===== src/rtl/uart_tx.sv =====
// Serial transmitter: start bit, 8 data bits LSB first, optional even parity,
// STOP_BITS stop bits. Define UART_TX_PARITY_EN to insert the parity bit.
module uart_tx #(
    parameter int CLKS_PER_BIT = 1,
    parameter int STOP_BITS    = 1
) (
    input  logic       clk,
    input  logic       rst,
    input  logic [7:0] data_o,
    input  logic       send_req,
    output logic       busy,
    output logic       send_ack,
    output logic       txd
);

`ifdef UART_TX_PARITY_EN
    typedef enum logic [2:0] {IDLE, START, DATA, PARITY, STOP} state_t;
`else
    typedef enum logic [2:0] {IDLE, START, DATA, STOP} state_t;
`endif

    localparam logic [15:0] LAST_CNT  = 16'(CLKS_PER_BIT - 1);
    localparam logic [2:0]  LAST_STOP = 3'(STOP_BITS - 1);

    state_t      state, state_n;
    logic [15:0] baud_cnt, baud_cnt_n;
    logic [2:0]  bit_idx, bit_idx_n;
    logic [7:0]  shreg, shreg_n;
    logic        txd_n, busy_n, ack_n;
    logic        bit_done;
`ifdef UART_TX_PARITY_EN
    logic        par_bit, par_bit_n;
`endif

    assign bit_done = (baud_cnt == LAST_CNT);

    always_ff @(posedge clk) begin
        if (rst) begin
            state    <= IDLE;
            baud_cnt <= '0;
            bit_idx  <= '0;
            shreg    <= '0;
            txd      <= 1'b1;
            busy     <= 1'b0;
            send_ack <= 1'b0;
`ifdef UART_TX_PARITY_EN
            par_bit  <= 1'b0;
`endif
        end else begin
            state    <= state_n;
            baud_cnt <= baud_cnt_n;
            bit_idx  <= bit_idx_n;
            shreg    <= shreg_n;
            txd      <= txd_n;
            busy     <= busy_n;
            send_ack <= ack_n;
`ifdef UART_TX_PARITY_EN
            par_bit  <= par_bit_n;
`endif
        end
    end

    always_comb begin
        state_n    = state;
        baud_cnt_n = baud_cnt;
        bit_idx_n  = bit_idx;
        shreg_n    = shreg;
`ifdef UART_TX_PARITY_EN
        par_bit_n  = par_bit;
`endif
        if (state != IDLE)
            baud_cnt_n = bit_done ? 16'd0 : baud_cnt + 16'd1;

        case (state)
            IDLE: begin
                if (send_req) begin
                    state_n    = START;
                    shreg_n    = data_o;
                    baud_cnt_n = '0;
                    bit_idx_n  = '0;
`ifdef UART_TX_PARITY_EN
                    par_bit_n  = ^data_o;
`endif
                end
            end
            START: begin
                if (bit_done)
                    state_n = DATA;
            end
            DATA: begin
                // Shift on each boundary so shreg[0] is always the bit on the line.
                if (bit_done) begin
                    shreg_n = {1'b0, shreg[7:1]};
                    if (bit_idx == 3'd7) begin
                        bit_idx_n = '0;
`ifdef UART_TX_PARITY_EN
                        state_n   = PARITY;
`else
                        state_n   = STOP;
`endif
                    end else begin
                        bit_idx_n = bit_idx + 3'd1;
                    end
                end
            end
`ifdef UART_TX_PARITY_EN
            PARITY: begin
                if (bit_done)
                    state_n = STOP;
            end
`endif
            STOP: begin
                // bit_idx is reused here to count stop bits.
                if (bit_done) begin
                    if (bit_idx == LAST_STOP) begin
                        state_n   = IDLE;
                        bit_idx_n = '0;
                    end else begin
                        bit_idx_n = bit_idx + 3'd1;
                    end
                end
            end
            default: state_n = IDLE;
        endcase
    end

    // Outputs are registered from next-state values so they line up with state.
    always_comb begin
        txd_n  = 1'b1;
        busy_n = (state_n != IDLE);
        ack_n  = (state_n == STOP) && (baud_cnt_n == LAST_CNT) && (bit_idx_n == LAST_STOP);
        case (state_n)
            START:   txd_n = 1'b0;
            DATA:    txd_n = shreg_n[0];
`ifdef UART_TX_PARITY_EN
            PARITY:  txd_n = par_bit_n;
`endif
            default: txd_n = 1'b1;
        endcase
    end

endmodule


===== config.mk =====
export PLATFORM = sky130hd
export DESIGN_NAME = uart_tx
export DESIGN_NICKNAME = d
export VERILOG_FILES = /design/src/rtl/uart_tx.sv
export SDC_FILE = /design/constraint.sdc
export NUM_CORES = 1
export LEC_CHECK = 0
export BUFFER_PORTS_ARGS = -buffer_cell sky130_fd_sc_hd__clkbuf_2
export CAP_MARGIN = 0
export CORE_ASPECT_RATIO = 0.8
export CORE_MARGIN = 3
export CORE_UTILIZATION = 64
export CTS_CLUSTER_SIZE = 30
export DETAILED_ROUTE_END_ITERATION = 6
export PLACE_DENSITY = 0.84
export SLEW_MARGIN = 20
export SYNTH_ARGS = -nofsm -noshare
export SYNTH_HDL_FRONTEND = slang
export SYNTH_SLANG_ARGS = --single-unit

===== constraint.sdc =====
create_clock -name clk -period 6.1 [get_ports clk]
set_input_delay 1.83 -clock clk [delete_from_list [all_inputs] [get_ports clk]]
set_output_delay 1.83 -clock clk [all_outputs]
set_load 0.01 [all_outputs]

## Word level (Yosys, flattened, before mapping)

Index checks and enable logic that the tools add are counted.

| word-level totals | value |
|---|---|
| register bits after elaboration | 33 |
| bits in latches | 0 |
| RAM bits | 0 |
| bits in read-only memories | 0 |
| bits of input ports | 11 |
| output and inout port bits | 3 |
| word-level logic and storage cells | 51 |
| memories kept | 0 |

| operators by class | value |
|---|---|
| $add $sub $neg | 2 |
| $mul | 0 |
| div/mod/pow operators | 0 |
| order comparisons | 0 |
| equal/unequal tests | 9 |
| shift-type cells | 0 |
| multiplexer cells | 21 |
| bitwise operators | 0 |
| reductions and logical operators | 11 |

Operator list:

| cell | number |
|---|---|
| $mux W16 | 4 |
| $mux W3 | 11 |
| $logic_not A16 Y1 | 2 |
| $add A16 B1 Y16 const B | 1 |
| $mux W8 | 2 |
| $pmux W8 S2 | 1 |
| $eq A3 B2 Y1 const B | 4 |
| $pmux W3 S4 | 1 |
| $logic_not A3 Y1 | 3 |
| $pmux W3 S3 | 1 |
| $eq A3 B1 Y1 const B | 2 |
| $reduce_bool A3 Y1 | 2 |
| $ne A2 B2 Y1 const B | 2 |
| $add A3 B1 Y3 const B | 1 |
| $eq A3 B3 Y1 const B | 1 |
| $reduce_and A3 Y1 | 1 |
| $logic_and A1 B1 Y1 | 2 |
| $pmux W1 S2 | 1 |
| $reduce_bool A2 Y1 | 1 |

## Longest topological paths before layout

| depth | value |
|---|---|
| depth after elaboration | 8 |
| gate-level depth with buffers | 10 |
| depth with buffers taken out | 8 |

## Least setup slack after synthesis

OpenSTA, ideal clock, no wires.

| timing path | value |
|---|---|
| kind | input port to flip-flop |
| start | input send_req |
| end | register send_ack |
| setup time | 0.088 ns |
| data arrival time | 3.079 ns |
| required time | 6.012 ns |
| path slack | 2.933 ns |
| stages on the path | 5 |
| path through | nor4_1 > o41a_1 > o22a_1 > or4_4 > nor4_2 |

| on the way | value |
|---|---|
| longest elaborated chain between the ends | 5 |
| elaborated cells on any way between the ends | 11 |
| classes of those cells | eq/ne (1); mux (6); reduce/logical (4) |

RTL lines:

| element | line | RTL |
|---|---|---|
| start: declaration | 10 | `input logic send_req,` |
| $mux W3 or $mux W16 (tied branches) | 76 | `if (send_req) begin` |
| $pmux W3 S4 or $mux W16 (tied branches) | 74 | `case (state)` |
| $eq A3 B2 Y1 or $logic_not A16 Y1 (tied branches) | 131 | `ack_n = (state_n == STOP) && (baud_cnt_n == LAST_CNT) && (bit_idx_n == LAST_STOP);` |
| $logic_and A1 B1 Y1 | 131 |  |
| $logic_and A1 B1 Y1 (*) | 131 |  |
| end signal: assignment | 56 | `send_ack <= ack_n;` |
| end: declaration | 12 | `output logic send_ack,` |

Mark *: on every way between the ends. The rest lies on a longest branch, timed or not.
A chain may end at the register's enable or synchronous reset.

## Worst setup path in the final report

Same ends and word-level chain as after synthesis.

==> results.yml <==
die:
  core-area_um2: 2829
  die_area_um2: 3742
  die_height_um: 55.32
  die_x_um: 67.65
  num_rows: 17
  ios: 14
  initial_utilization_pct: 68.77
timing:
  grt_setup_unrepaired: "false"
  tns_ns: 0
  clock_skew_ns: 0.002670
  fin_crit_sh_pct: 53.26
  fin_crit_ns: 3.249
  finalSetupViolations: 0
  maxSlewHeadroom_pct: 40.73
  hold_viol: 0
  slew_violations: 0
  tightest_slew_ns: 0.8858
  layout_setup_ws_ns: 2.851
  fmax_mhz: 307.8
setup_path:
  critical_path_required_ns: 6.31
  cp_slowest_stage_delay_ns: 0.41
  worstPathArrival_ns: 3.45
  r2r_end: "send_ack$_SDFF_PP0_"
  timing.critical_path.buf_inv: 2
  timing.rr.start: "baud_cnt[0]$_SDFF_PP0_"
  path_max_fanout: 15
  cpMostUsedCell: "nor4_2"
  slowest_stage: "or4_4"
  start_kind: "primary input"
  critPathCaptureType: "flop"
  cp_top_family: "simple AND/OR/NAND/NOR gates"
  crit_type: "primary input to flop"
  r2r_slack_ns: 3.04
  r2r_cells: 8
  crit_chain: "clkbuf_2 -> nor4_2 -> buf_4 -> o41a_1 -> o22a_1 -> or4_4 -> nor4_2"
cts:
  cts_tree: "built"
  cts_hold_buf: 0
  cts.sinks: 33
  clkLatencyLatePin_ns: 0.29
  cts.repair.resized: 0
  clk_path_buf_depth: 2
  cts-root-buf: "clkbuf_8"
  numCtsBuffers: 5
  h-tree-depth: 2
  clk_pin_slew_ns: 0.07
  post-cts-setup-buffer-count: 0
yosys:
  avgSynthCellArea_um2: 7.877
  synthXorXnorAreaFrac_pct: 1.801
  synth_top_flop_cell: "dfxtp_1"
  yosysUniqueCellTypes: 55
  ys_ff_latch: 33
  synth-compound-area-share_pct: 23.60
  synth_top_family_by_area: "simple AND/OR/NAND/NOR gates"
  synthMuxAreaShare_pct: 0.5145
  yosys.area_share.simple_pct: 31.96
  synth-edff-count: 0
  seq_area_frac_synth_pct: 33.95
  ys.warnings.count: 0
  synth_fa_ha_area_share_pct: 3.215
  async_reset_ff_share_pct: 0
  netlist_area_um2: 1946
  synth_cells: 247
  synthesis.nets: 263
layout:
  final_common_cell: "dfxtp_1"
  fin_nets: 272
  utilization_pct: 75.19
  fin_area_um2: 2127
  n_antenna_cell: 0
  layout-drive-gt1-share_pct: 13.62
  layout_common_cells: "dfxtp_1, a21oi_1, nand2_1, nor2_1"
  area_delta_synth_final_pct: 9.325
worst_hold_path:
  whs_endpoint: "shreg[2]$_SDFFE_PP0P_"
  hold_depth: 2
  min_path_type: "flop to flop"
  hp-start: "shreg[2]$_SDFFE_PP0P_"
routing:
  drc: 0
  ant_nets: 0
  vias: 1867
  first_pass_iters: 5
  routed_wirelength_um: 4623
  avgViaCountPerCell: 6.329
  wl_per_cell_um: 15.67
  initialDrtViolationCount: 249
place:
  placed_cell_area_um2: 2021
  place_hpwl_um: 3164
  place.gp.congestion: 1.003
  dp_slack_ns: 2.564
  port_buffers: 13
global_routing:
  grt_use_total_pct: 26.83
  grt_max_degree: 33
  grt_pass1_wl_um: 7831
  grt_overflow: 0
  antenna_found_initial: 0
  grt_pass1_vias: 1696
power:
  p_leak_nw: 0.7669
  power.density_nw_per_um2: 207.3
  vdd_drop_max_v: 0.0002052
flow_run:
  max_cap_viol_count: 0
status:
  status: "finished clean"
## registers in the layout, indices dropped and copies added, names as in the netlist
name      count
send_ack      1
busy          1
bit_idx       3
shreg         8
txd           1
state         3
baud_cnt     16
## cell families after synthesis
logic type                 count (synthesis)
xor gates and xnor gates                   4
other                                      1
DFF                                       33
muxes                                      1
AOI/OAI and AO/OA                         71
and+or+nand+nor                          110
adders and majority gates                  5
buffers and inverters                     22
## worst max-delay path by stage
stage / start / to / slack, ns / depth (start not counted)
after floorplan: send_req / send_ack$_SDFF_PP0_ / 2.93 / 5
after global placement: send_req / send_ack$_SDFF_PP0_ / 2.61 / 7
final: send_req / send_ack$_SDFF_PP0_ / 2.85 / 7
after global routing: send_req / send_ack$_SDFF_PP0_ / 2.73 / 6
after CTS: send_req / send_ack$_SDFF_PP0_ / 2.86 / 7
after detailed placement: send_req / send_ack$_SDFF_PP0_ / 2.56 / 7
## routing by layer
metal	GRT usage, %	vias up	routed length (um)
li1	-	933	-
met1	41.02	842	2260
met2	36.34	86	1896
met3	8.333	6	423
met4	6.069	0	42
met5	0	-	0
## Yosys cell counts (all sizes together) (3+ instances only)
| cell type | instances | area share [%] |
|---|---|---|
| buf | 3 | 1.1 |
| ha | 5 | 3.2 |
| a211oi | 3 | 1.2 |
| xnor2 | 3 | 1.4 |
| nor2 | 21 | 4.1 |
| o21ai | 14 | 3.6 |
| nor3 | 9 | 2.3 |
| or4 | 5 | 2.7 |
| a22oi | 7 | 2.7 |
| inv | 9 | 1.7 |
| or3 | 7 | 2.3 |
| nand3b | 4 | 1.5 |
| clkbuf | 10 | 1.9 |
| dfxtp | 33 | 34 |
| and3 | 4 | 1.3 |
| nor4 | 10 | 4.3 |
| nor2b | 3 | 0.96 |
| nand2b | 3 | 0.96 |
| a21oi | 25 | 6.4 |
| nand2 | 23 | 4.4 |
| nand3 | 10 | 2.6 |
## metrics by stage
| stage | hold slack (ns) | power [mW] | cells |
|---|---|---|---|
| after detailed placement | 0.4484 | 0.2625 | 287 |
| after CTS | 0.4579 | 0.4419 | 295 |
| final | 0.4553 | 0.4410 | 295 |
| after global routing | 0.4923 | 0.4586 | 295 |
| after global placement | 0.4417 | 0.2619 | 287 |
| after floorplan | 0.4360 | 0.2516 | 247 |
## where the power goes
group          total, mW  switching [mW]  internal, mW
sequential         0.225         0.00469         0.220
combinational     0.0341          0.0208        0.0133
clock              0.182          0.0803         0.102
## final cells by class
cell class | instances | area (um^2)
flip-flops and latches | 33 | 660.6
clock buffers | 7 | 96.34
clock inverters | 1 | 5.005
well taps | 38 | 47.55
multi-input cells | 192 | 1204
inverters | 9 | 33.78
repair buffers | 15 | 80.08
fillers | 206 | 701.9
## worst reg2reg max path: stages, from the launching register on
cell and delay (ns):
dfxtp_1 0.37, inv_1 0.11, ha_1 0.15, or4b_4 0.48, or4_4 0.59, nand2_1 0.34, o21ai_0 0.20, or4_4 0.50
nor4_2 0.25
(Power assumes the default switching activity.)
